==> config.mk <==
export PLATFORM = sky130hd
export DESIGN_NAME = axis_out_packer_flat
export DESIGN_NICKNAME = d
export VERILOG_FILES = /design/src/rtl/axis_pkg.sv /design/src/rtl/axis_out_packer_if.sv /design/src/rtl/axis_out_packer_sync_fifo.sv /design/src/rtl/axis_out_packer.sv /design/src/flat_wrapper.sv
export SDC_FILE = /design/constraint.sdc
export NUM_CORES = 1
export LEC_CHECK = 0
export CORE_MARGIN = 2
export CORE_UTILIZATION = 50
export DETAILED_ROUTE_END_ITERATION = 12
export DONT_BUFFER_PORTS = 1
export MAX_ROUTING_LAYER = met4
export PLACE_DENSITY_LB_ADDON = 0.05
export SYNTH_ARGS = -nofsm -noshare
export SYNTH_HDL_FRONTEND = slang
export SYNTH_SLANG_ARGS = --single-unit
==> constraint.sdc <==
create_clock -name clk -period 6.5 [get_ports clk]
set_input_delay 0.65 -clock clk [delete_from_list [all_inputs] [get_ports clk]]
set_output_delay 0.65 -clock clk [all_outputs]
set_load 0.01 [all_outputs]
==> src/rtl/axis_pkg.sv <==
// Shared helpers and entry layout for the AXI-Stream output packer.
// Optional statistics counters are enabled with AXIS_PACK_STATS_EN.
package axis_pkg;

    function automatic int lanes(int tdata_w, int in_w);
        return tdata_w / in_w;
    endfunction

    function automatic int strb_w(int tdata_w);
        return tdata_w / 8;
    endfunction

    function automatic int lvl_w(int depth);
        return $clog2(depth) + 1;
    endfunction

    localparam int DEF_TDATA_W = 32;

    typedef struct packed {
        logic                     last;
        logic [DEF_TDATA_W/8-1:0] strb;
        logic [DEF_TDATA_W-1:0]   data;
    } axis_entry_t;

endpackage

==> src/rtl/axis_out_packer_if.sv <==
// Result-element input and M_AXIS output bundle of the packer.
// master = packer side, slave = data path / downstream side.
interface axis_out_packer_if #(
    parameter int IN_WIDTH    = 8,
    parameter int TDATA_WIDTH = 32
);
    logic [IN_WIDTH-1:0]      in_data;
    logic                     in_valid;
    logic                     in_last;
    logic                     in_ready;
    logic                     M_AXIS_TREADY;
    logic [TDATA_WIDTH-1:0]   M_AXIS_TDATA;
    logic                     M_AXIS_TVALID;
    logic                     M_AXIS_TLAST;
    logic [TDATA_WIDTH/8-1:0] M_AXIS_TSTRB;

    modport master (
        input  in_data, in_valid, in_last, M_AXIS_TREADY,
        output in_ready, M_AXIS_TDATA, M_AXIS_TVALID,
        output M_AXIS_TLAST, M_AXIS_TSTRB
    );

    modport slave (
        output in_data, in_valid, in_last, M_AXIS_TREADY,
        input  in_ready, M_AXIS_TDATA, M_AXIS_TVALID,
        input  M_AXIS_TLAST, M_AXIS_TSTRB
    );
endinterface

==> src/rtl/axis_out_packer_sync_fifo.sv <==
// Synchronous FIFO with level count; read data is zero while empty.
module sync_fifo
    import axis_pkg::*;
#(
    parameter int WIDTH = 8,
    parameter int DEPTH = 4
) (
    input  logic                       clk,
    input  logic                       rst_n,
    input  logic                       clear,
    input  logic                       push,
    input  logic [WIDTH-1:0]           wdata,
    input  logic                       pop,
    output logic [WIDTH-1:0]           rdata,
    output logic                       valid,
    output logic [lvl_w(DEPTH)-1:0]    level
);
    localparam int AW = $clog2(DEPTH);
    localparam int LW = lvl_w(DEPTH);

    logic [WIDTH-1:0] mem [DEPTH];
    logic [AW-1:0]    wp;
    logic [AW-1:0]    rp;

    always_ff @(posedge clk) begin
        if (push) mem[wp] <= wdata;
    end

    always_ff @(posedge clk or negedge rst_n) begin
        if (!rst_n) begin
            wp    <= '0;
            rp    <= '0;
            level <= '0;
        end else if (clear) begin
            wp    <= '0;
            rp    <= '0;
            level <= '0;
        end else begin
            if (push) wp <= wp + AW'(1);
            if (pop)  rp <= rp + AW'(1);
            unique case ({push, pop})
                2'b10:   level <= level + LW'(1);
                2'b01:   level <= level - LW'(1);
                default: level <= level;
            endcase
        end
    end

    assign valid = (level != '0);
    assign rdata = valid ? mem[rp] : '0;

endmodule

==> src/rtl/axis_out_packer.sv <==
// Packs result elements into M_AXIS words, TLAST from in_last or count.
// Define AXIS_PACK_STATS_EN to add stat_words / stat_packets outputs.
module axis_out_packer
    import axis_pkg::*;
#(
    parameter int IN_WIDTH             = 8,
    parameter int C_M_AXIS_TDATA_WIDTH = 32,
    parameter int FIFO_DEPTH           = 4,
    parameter int CNT_WIDTH            = 16
) (
    input  logic                        clk,
    input  logic                        rst_n,
    input  logic                        clear,
    input  logic [CNT_WIDTH-1:0]        beat_limit,
    output logic [lvl_w(FIFO_DEPTH)-1:0] fifo_level,
    axis_out_packer_if.master           bus
`ifdef AXIS_PACK_STATS_EN
    ,
    output logic [31:0]                 stat_words,
    output logic [31:0]                 stat_packets
`endif
);
    localparam int TW    = C_M_AXIS_TDATA_WIDTH;
    localparam int LANES = lanes(TW, IN_WIDTH);
    localparam int SW    = strb_w(TW);
    localparam int LW    = lvl_w(FIFO_DEPTH);
    localparam int IW    = (LANES > 1) ? $clog2(LANES) : 1;

    typedef struct packed {
        logic          last;
        logic [SW-1:0] strb;
        logic [TW-1:0] data;
    } entry_t;

    logic [IW-1:0]        idx;
    logic [TW-1:0]        acc;
    logic [TW-1:0]        word;
    logic [SW-1:0]        strb;
    logic [CNT_WIDTH-1:0] cnt;
    logic [CNT_WIDTH-1:0] lim;
    logic [CNT_WIDTH-1:0] lim_eff;
    logic [CNT_WIDTH-1:0] cnt_inc;
    logic                 rdy_q;
    logic                 accept;
    logic                 hit;
    logic                 last;
    logic                 commit;
    logic                 push;
    logic                 pop;
    logic                 valid;
    logic [LW-1:0]        level;
    logic [LW-1:0]        lvl_nxt;
    entry_t               wr_e;
    entry_t               rd_e;

    assign bus.in_ready = rdy_q & ~clear;
    assign accept       = bus.in_valid & bus.in_ready;

    // The limit is taken live on a packet's first element, then held.
    assign lim_eff = (cnt == '0) ? beat_limit : lim;
    assign cnt_inc = (&cnt) ? cnt : cnt + CNT_WIDTH'(1);
    assign hit     = (lim_eff != '0) && (cnt_inc == lim_eff);
    assign last    = bus.in_last | hit;
    assign commit  = (idx == IW'(LANES - 1)) | last;
    assign push    = accept & commit;
    assign pop     = valid & bus.M_AXIS_TREADY;

    always_comb begin
        word = acc;
        for (int l = 0; l < LANES; l++) begin
            if (idx == IW'(l)) word[l*IN_WIDTH +: IN_WIDTH] = bus.in_data;
        end
        strb = '0;
        for (int b = 0; b < SW; b++) begin
            strb[b] = (IW'((b * 8) / IN_WIDTH) <= idx);
        end
    end

    always_comb begin
        lvl_nxt = level;
        if (clear)             lvl_nxt = '0;
        else if (push && !pop) lvl_nxt = level + LW'(1);
        else if (!push && pop) lvl_nxt = level - LW'(1);
    end

    always_ff @(posedge clk or negedge rst_n) begin
        if (!rst_n) rdy_q <= 1'b0;
        else        rdy_q <= (lvl_nxt != LW'(FIFO_DEPTH));
    end

    always_ff @(posedge clk or negedge rst_n) begin
        if (!rst_n) begin
            idx <= '0;
            acc <= '0;
            cnt <= '0;
            lim <= '0;
        end else if (clear) begin
            idx <= '0;
            acc <= '0;
            cnt <= '0;
            lim <= '0;
        end else if (accept) begin
            if (cnt == '0) lim <= beat_limit;
            if (commit) begin
                idx <= '0;
                acc <= '0;
                cnt <= last ? '0 : cnt_inc;
            end else begin
                idx <= idx + IW'(1);
                acc <= word;
                cnt <= cnt_inc;
            end
        end
    end

    assign wr_e = '{last: last, strb: strb, data: word};

    sync_fifo #(
        .WIDTH ($bits(entry_t)),
        .DEPTH (FIFO_DEPTH)
    ) u_fifo (
        .clk   (clk),
        .rst_n (rst_n),
        .clear (clear),
        .push  (push),
        .wdata (wr_e),
        .pop   (pop),
        .rdata (rd_e),
        .valid (valid),
        .level (level)
    );

    assign bus.M_AXIS_TVALID = valid;
    assign bus.M_AXIS_TDATA  = rd_e.data;
    assign bus.M_AXIS_TSTRB  = rd_e.strb;
    assign bus.M_AXIS_TLAST  = rd_e.last;
    assign fifo_level        = level;

`ifdef AXIS_PACK_STATS_EN
    always_ff @(posedge clk or negedge rst_n) begin
        if (!rst_n) begin
            stat_words   <= '0;
            stat_packets <= '0;
        end else if (clear) begin
            stat_words   <= '0;
            stat_packets <= '0;
        end else if (pop) begin
            stat_words <= stat_words + 32'd1;
            if (rd_e.last) stat_packets <= stat_packets + 32'd1;
        end
    end
`endif

endmodule
==> src/flat_wrapper.sv <==
// flat-port wrapper written by rule: the top's interface ports become plain ports
module axis_out_packer_flat import axis_pkg::*;
#(
    parameter int IN_WIDTH             = 8,
    parameter int C_M_AXIS_TDATA_WIDTH = 32,
    parameter int FIFO_DEPTH           = 4,
    parameter int CNT_WIDTH            = 16
)
  (clk, rst_n, clear, beat_limit, fifo_level, bus_in_data, bus_in_valid, bus_in_last, bus_M_AXIS_TREADY, bus_in_ready, bus_M_AXIS_TDATA, bus_M_AXIS_TVALID, bus_M_AXIS_TLAST, bus_M_AXIS_TSTRB);
  axis_out_packer_if #(.IN_WIDTH(IN_WIDTH)) bus_i ();
  input  logic clk;
  input  logic rst_n;
  input  logic clear;
  input  logic [CNT_WIDTH-1:0] beat_limit;
  output logic [lvl_w(FIFO_DEPTH)-1:0] fifo_level;
  input wire logic [$bits(bus_i.in_data)-1:0] bus_in_data;
  input wire logic [$bits(bus_i.in_valid)-1:0] bus_in_valid;
  input wire logic [$bits(bus_i.in_last)-1:0] bus_in_last;
  input wire logic [$bits(bus_i.M_AXIS_TREADY)-1:0] bus_M_AXIS_TREADY;
  output wire logic [$bits(bus_i.in_ready)-1:0] bus_in_ready;
  output wire logic [$bits(bus_i.M_AXIS_TDATA)-1:0] bus_M_AXIS_TDATA;
  output wire logic [$bits(bus_i.M_AXIS_TVALID)-1:0] bus_M_AXIS_TVALID;
  output wire logic [$bits(bus_i.M_AXIS_TLAST)-1:0] bus_M_AXIS_TLAST;
  output wire logic [$bits(bus_i.M_AXIS_TSTRB)-1:0] bus_M_AXIS_TSTRB;
  assign bus_i.in_data = bus_in_data;
  assign bus_i.in_valid = bus_in_valid;
  assign bus_i.in_last = bus_in_last;
  assign bus_i.M_AXIS_TREADY = bus_M_AXIS_TREADY;
  assign bus_in_ready = bus_i.in_ready;
  assign bus_M_AXIS_TDATA = bus_i.M_AXIS_TDATA;
  assign bus_M_AXIS_TVALID = bus_i.M_AXIS_TVALID;
  assign bus_M_AXIS_TLAST = bus_i.M_AXIS_TLAST;
  assign bus_M_AXIS_TSTRB = bus_i.M_AXIS_TSTRB;
  axis_out_packer #(.IN_WIDTH(IN_WIDTH), .C_M_AXIS_TDATA_WIDTH(C_M_AXIS_TDATA_WIDTH), .FIFO_DEPTH(FIFO_DEPTH), .CNT_WIDTH(CNT_WIDTH)) u_core (.clk(clk), .rst_n(rst_n), .clear(clear), .beat_limit(beat_limit), .fifo_level(fifo_level), .bus(bus_i));
endmodule
Word level (Yosys, flattened, before mapping)
Memories as Yosys holds them, arrays and structs flattened.
Cells that the tools add are included.
{ "word_totals": {"regBits": 74, "ram_bits": 148, "out_inout_bits": 42, "word_cells": 77, "mem_count": 1} }
{ "classes": {"add_sub_neg": 6, "order_cmp": 4, "eq_ne": 7, "n_mux": 30, "n_bitwise": 7, "reduce_logical": 14} }
{ "mem_list": {"columns": ["memory", "words", "width", "rd", "rd_ports_with_merged_regs", "wr", "line_no", "source"], "rows": [
  ["u_core.u_fifo.mem", 4, 37, 1, 0, 1, "axis_out_packer_sync_fifo.sv:21", "logic [WIDTH-1:0] mem [DEPTH];"]
]} }
{ "op_table": {"columns": ["op", "n"], "rows": [
  ["two-way mux 16 bit", 8],
  ["two-way mux 32 bit", 3],
  ["two-way mux 37 bit", 1],
  ["two-way mux 8 bit", 4],
  ["adder 16 x 1 -> 16 bit, second input constant", 1],
  ["equality test 16 bit", 1],
  ["zero test 16 bit", 1],
  ["AND reduction 16 bit", 1],
  ["nonzero test 16 bit", 1],
  ["two-way mux 2 bit", 7],
  ["two-way mux 3 bit", 4],
  ["adder 2 x 1 -> 2 bit, second input constant", 3],
  ["equality test 2 bit, second input constant", 3],
  ["one-hot mux 3 bit (2 select lines)", 1],
  ["nonzero test 2 bit", 3],
  ["nonzero test 3 bit", 2],
  ["AND 1 bit", 4],
  ["equality test 2 x 1 -> 1 bit, second input constant", 2],
  ["less-or-equal comparator 1 x 2 -> 1 bit, first input constant", 2],
  ["less-or-equal comparator 2 bit, first input constant", 2],
  ["adder 3 x 1 -> 3 bit, second input constant", 1],
  ["logical AND 1 bit", 3],
  ["inequality test 3 bit, second input constant", 1],
  ["subtractor 3 x 1 -> 3 bit, second input constant", 1],
  ["other kinds (5)", 8]
]} }

Logic depth before layout (Yosys ltp)
{ "depth": {"depth_word": 13, "ltp_mapped": 16, "ltp_nobuf": 12} }

Hierarchy
From an unflattened synthesis, not the netlist that was laid out.
{ "unflattened": {"cells_unflattened": 702, "area_unflattened_um2": 10311.1} }
{ "modules_own_cells": {"columns": ["module", "n_inst", "cells_each", "area_each_um2"], "rows": [
  ["sync_fifo", 1, 275, 6003.3],
  ["axis_out_packer", 1, 427, 4307.9]
]} }

Least setup slack after synthesis
No wires, ideal clock.
{ "synth_path": {"kind": "reg2reg", "start": "register u_core.cnt[1]", "end": "memory u_core.u_fifo.mem[0][0] (netlist bit) (enable)", "setup_time_ps": 397, "t_arrival_ps": 3561, "slack_ps": 2543, "path_stages_with_launch": 11, "n_path_buf": 0, "synth_period_minus_slack_ps": 3957, "path_cell_list": "dfrtp_1 -> ha_1 -> nand3_1 -> nor4_1 -> mux2i_1 -> xnor2_1 -> o22ai_1 -> nand3_1 -> o31ai_4 -> o21a_2 -> and2_1"} }
{ "synth_between": {"elab_chain_cells": 9} }
{ "synth_lines": {"columns": ["item", "line_no", "source"], "rows": [
  ["from (decl)", "axis_out_packer.sv:39", "logic [CNT_WIDTH-1:0] cnt;"],
  ["from (signal assigned)", "axis_out_packer.sv:107", "cnt <= last ? '0 : cnt_inc;"],
  ["from (signal assigned)", "axis_out_packer.sv:111", "cnt <= cnt_inc;"],
  ["adder 16 x 1 -> 16 bit, or another cell as far along", "axis_out_packer.sv:61", "assign cnt_inc = (&cnt) ? cnt : cnt + CNT_WIDTH'(1);"],
  ["two-way mux 16 bit (on tied branches)", null, null],
  ["equality test 16 bit / nonzero test 16 bit (equally long branches)", "axis_out_packer.sv:62", "assign hit = (lim_eff != '0) && (cnt_inc == lim_eff);"],
  ["logical AND 1 bit (*)", "axis_out_packer.sv:62", null],
  ["bitwise OR 1 bit (*)", "axis_out_packer.sv:63", "assign last = bus.in_last | hit;"],
  ["named net u_core.last", "axis_out_packer.sv:46", "logic last;"],
  ["bitwise OR 1 bit (*)", "axis_out_packer.sv:64", "assign commit = (idx == IW'(LANES - 1)) | last;"],
  ["AND 1 bit (*)", "axis_out_packer.sv:65", "assign push = accept & commit;"],
  ["two-way mux 1 bit (*)", "axis_out_packer_sync_fifo.sv:26", "if (push) mem[wp] <= wdata;"],
  ["two-way mux 1 bit (implied by the code) (*)", "axis_out_packer_sync_fifo.sv:26", null],
  ["to (decl)", "axis_out_packer_sync_fifo.sv:21", null]
]} }
The timed path passes the listed nets; every way through them passes the cells marked *.

Final worst setup path
{ "layout_path": {"start": "register u_core.cnt[0]", "end": "memory u_core.u_fifo.mem[3][8] (netlist bit) (enable)"} }
Same word-level chain as after synthesis.

==> impl_metrics.toml <==
[placed_design]
portBuffers = 0
dp_hpwl_um = 13200
gp_congestion = 1.03
place_ws_ns = 2.06

[logic_synthesis]
ys_warn_count = 0
synth.most_common_cell = "edfxtp_1"
synth_common_cells = "144 x edfxtp_1, 74 x dfrtp_1, 42 x and2_1"
syn_inst = 709
syn_nets = 753
synth_top_area_share_pct = 42.9
synth-seq-area-share_pct = 61.3
avgSynthCellArea_um2 = 14.2
synth_flop_cell = "edfxtp_1"
ys_types = 54
synth.area.top_cells = "edfxtp_1 43%, dfrtp_1 18%, mux4_2 8.0%"
synth-seq-cells = 218
yosysTopAreaCell = "edfxtp_1"
netlist_area_um2 = 10100
async_reset_ff_share_pct = 33.9
synth_edf_count = 144

[routing]
via_per_inst = 5.92
wl_per_cell_um = 21.7
first_pass_iters = 5
drt_iter0_drc = 348
drc_errors = 0
wl_um = 21200
route.vias.total = 5785
drtAntennaViolNets = 0

[worst_setup_path]
crit_type = "reg2reg"
cp_max_fo = 36
reg2reg_depth = 12
slowest_stage = "and2_2"
endpoint_kind = "register"
cpPeakStageDelay_ns = 0.86
crit_required_ns = 6.62
start_kind = "register"
path_cells = "inv_1 -> ha_1 -> nor4b_2 -> nand4_1 -> buf_4 -> mux2i_1 -> xnor3_1 -> nor4_2 -> nand4_1 -> o31ai_4 -> o21a_2 -> and2_2"
crit_top_cell = "nand4_1"
crit_arrival_ns = 4.54

[cells_and_area]
synthToLayoutAreaGrowth_pct = 10.6
fin_nets = 739
final_layout_size_suffix_gt1_share_pct = 18.3
fin_util_pct = 56.9
register_area_um2 = 6180
diodes = 0
fillers = 1545
multi_input_area_um2 = 3650

[floorplanning]
floorplan.initialDensity_pct = 51.4
core_um2 = 19600
die_h_um = 146
dieArea_um2 = 21300
rows = 51
io_pins = 72
fp.dieW_um = 146

[pwr]
swShare_pct = 27.4
clkPwrFrac_pct = 37.2
pwr-share-comb_pct = 21.0
ir_worst_vdd_mv = 0.239
switchingPower_w = 0.00104
p_per_area_nw_per_um2 = 339
p_leak_nw = 4.05
sequentialPowerShare_pct = 41.8
p_int_w = 0.00274

[cts]
cts_tree = "yes"
clock-root-buffer = "clkbuf_16"
cts.sink_count = 218
post_cts_resized = 0
post-cts-setup-buffers = 0
clk_latency_ns = 0.51
clk_pin_slew_worst_paths_ns = 0.06
clockBufferDepth = 3
ctsHoldBuffers = 1
cts_buffers = 24
cts_max_level = 1

[sta]
worst_slew_pin_slew_ns = 1.04
period_share_pct = 67.9
skew_ns = 0.00984
finalCriticalPeriod_ns = 4.41
slew-limit-headroom_pct = 30.5
slew_violations = 0
max_freq_ghz = 0.227
rsz0062_at_grt = "false"
hold_slack_ns = 0.0318
finalHoldViolations = 0
fin_ws_ns = 2.09
setup_tns_ns = 0
final-setup-viol-count = 0

[grt]
first_global_vias = 6071
antenna_found_initial = 0
overflow = 0
grt_max_degree = 75
grtUsageTotal_pct = 20.7
grt_pass1_wl_um = 33900

[job]
maxCapViolations = 0

[hold_path]
worstHoldPathType = "in2async"

[outcome]
status = "finished, final reports clean"
layer usage:
metal  GRT usage (%)  part of all wire (%)  vias up
li1                -                     -     2666
met3            3.54                   5.4       32
met1            25.8                    41     2932
met4            6.23                   2.5        0
met2            35.0                    51      155
met5               -                     0        -
path summary, 6_finish.rpt:
path,start,to,slack [ns]
worst min register to register,u_core.acc[23],u_core.acc[23],0.49
max in group asynchronous,rst_n,u_core.acc[2],6.12
worst max register to register,u_core.cnt[0],u_core.u_fifo.mem[3][8],2.09
min in group clk,clear,u_core.u_fifo.rp[0],0.20
worst max-delay path,u_core.cnt[0],u_core.u_fifo.mem[3][8],2.09
worst min-delay path,rst_n,u_core.rdy_q,0.03
cells by family after synthesis:
| kind of cell | synth area share, % |
|---|---|
| adders and majority gates | 1.74 |
| AOI/OAI and AO/OA | 7.31 |
| DFF | 61.3 |
| buffers and inverters | 2.61 |
| and+or+nand+nor | 10.6 |
| xor gates and xnor gates | 2.74 |
| muxes | 13.7 |
power by group through the flow:
stage | clock network [W] | logic [W] | registers, W
6_report | 0.00141 | 0.000794 | 0.00158
5_1_grt | 0.00149 | 0.000874 | 0.00158
4_1_cts | 0.00144 | 0.000816 | 0.00158
3_5_place_dp | 0 | 0.000801 | 0.00161
3_3_place_gp | 0 | 0.000786 | 0.00160
2_1_floorplan | 0 | 0.000655 | 0.00159
cells in the final DEF, fill, tap and decap left out, types with 19 or more instances in the layout:
cell type and count:
dfrtp_1 73, nand2_1 36, nand2b_1 19, mux2_2 33, edfxtp_1 144, nor2_1 19, clkbuf_16 25, a32o_1 25
o21ai_0 31, mux2i_1 20, and2_1 38, mux4_2 36
registers in the layout (all words and copies together) (netlist names), 2 cells and up:
register / flops
u_core.idx: 2
u_core.cnt: 16
u_core.u_fifo.mem: 144
u_core.acc: 32
u_core.u_fifo.rp: 2
u_core.u_fifo.wp: 2
u_core.u_fifo.level: 3
u_core.lim: 16
area by class of cell:
type / count / share of cell area [%]
Tap cell: 265 / 2.98
Multi-Input combinational cell: 427 / 32.8
Sequential cell: 218 / 55.4
Inverter: 15 / 0.505
Clock inverter: 14 / 1.55
Timing Repair Buffer: 9 / 0.786
Clock buffer: 29 / 5.93
critical path: cells and delay by family (launching register included):
family | cells | cell delay [ns]
compound gates | 2 | 0.52
buf+inv | 2 | 0.41
mux | 1 | 0.49
flops | 1 | 0.41
xor+xnor | 1 | 0.48
simple gates | 5 | 1.46
fa+ha+maj | 1 | 0.22
stage by stage:
stage,instances,area (um^2),power (W)
after CTS,977,11100,0.00384
after global routing,977,11100,0.00395
final,977,11100,0.00378
after floorplan,709,10100,0.00225
after global placement,933,10300,0.00239
after detailed placement,933,10300,0.00241
Power figures use the tool's default switching activity.
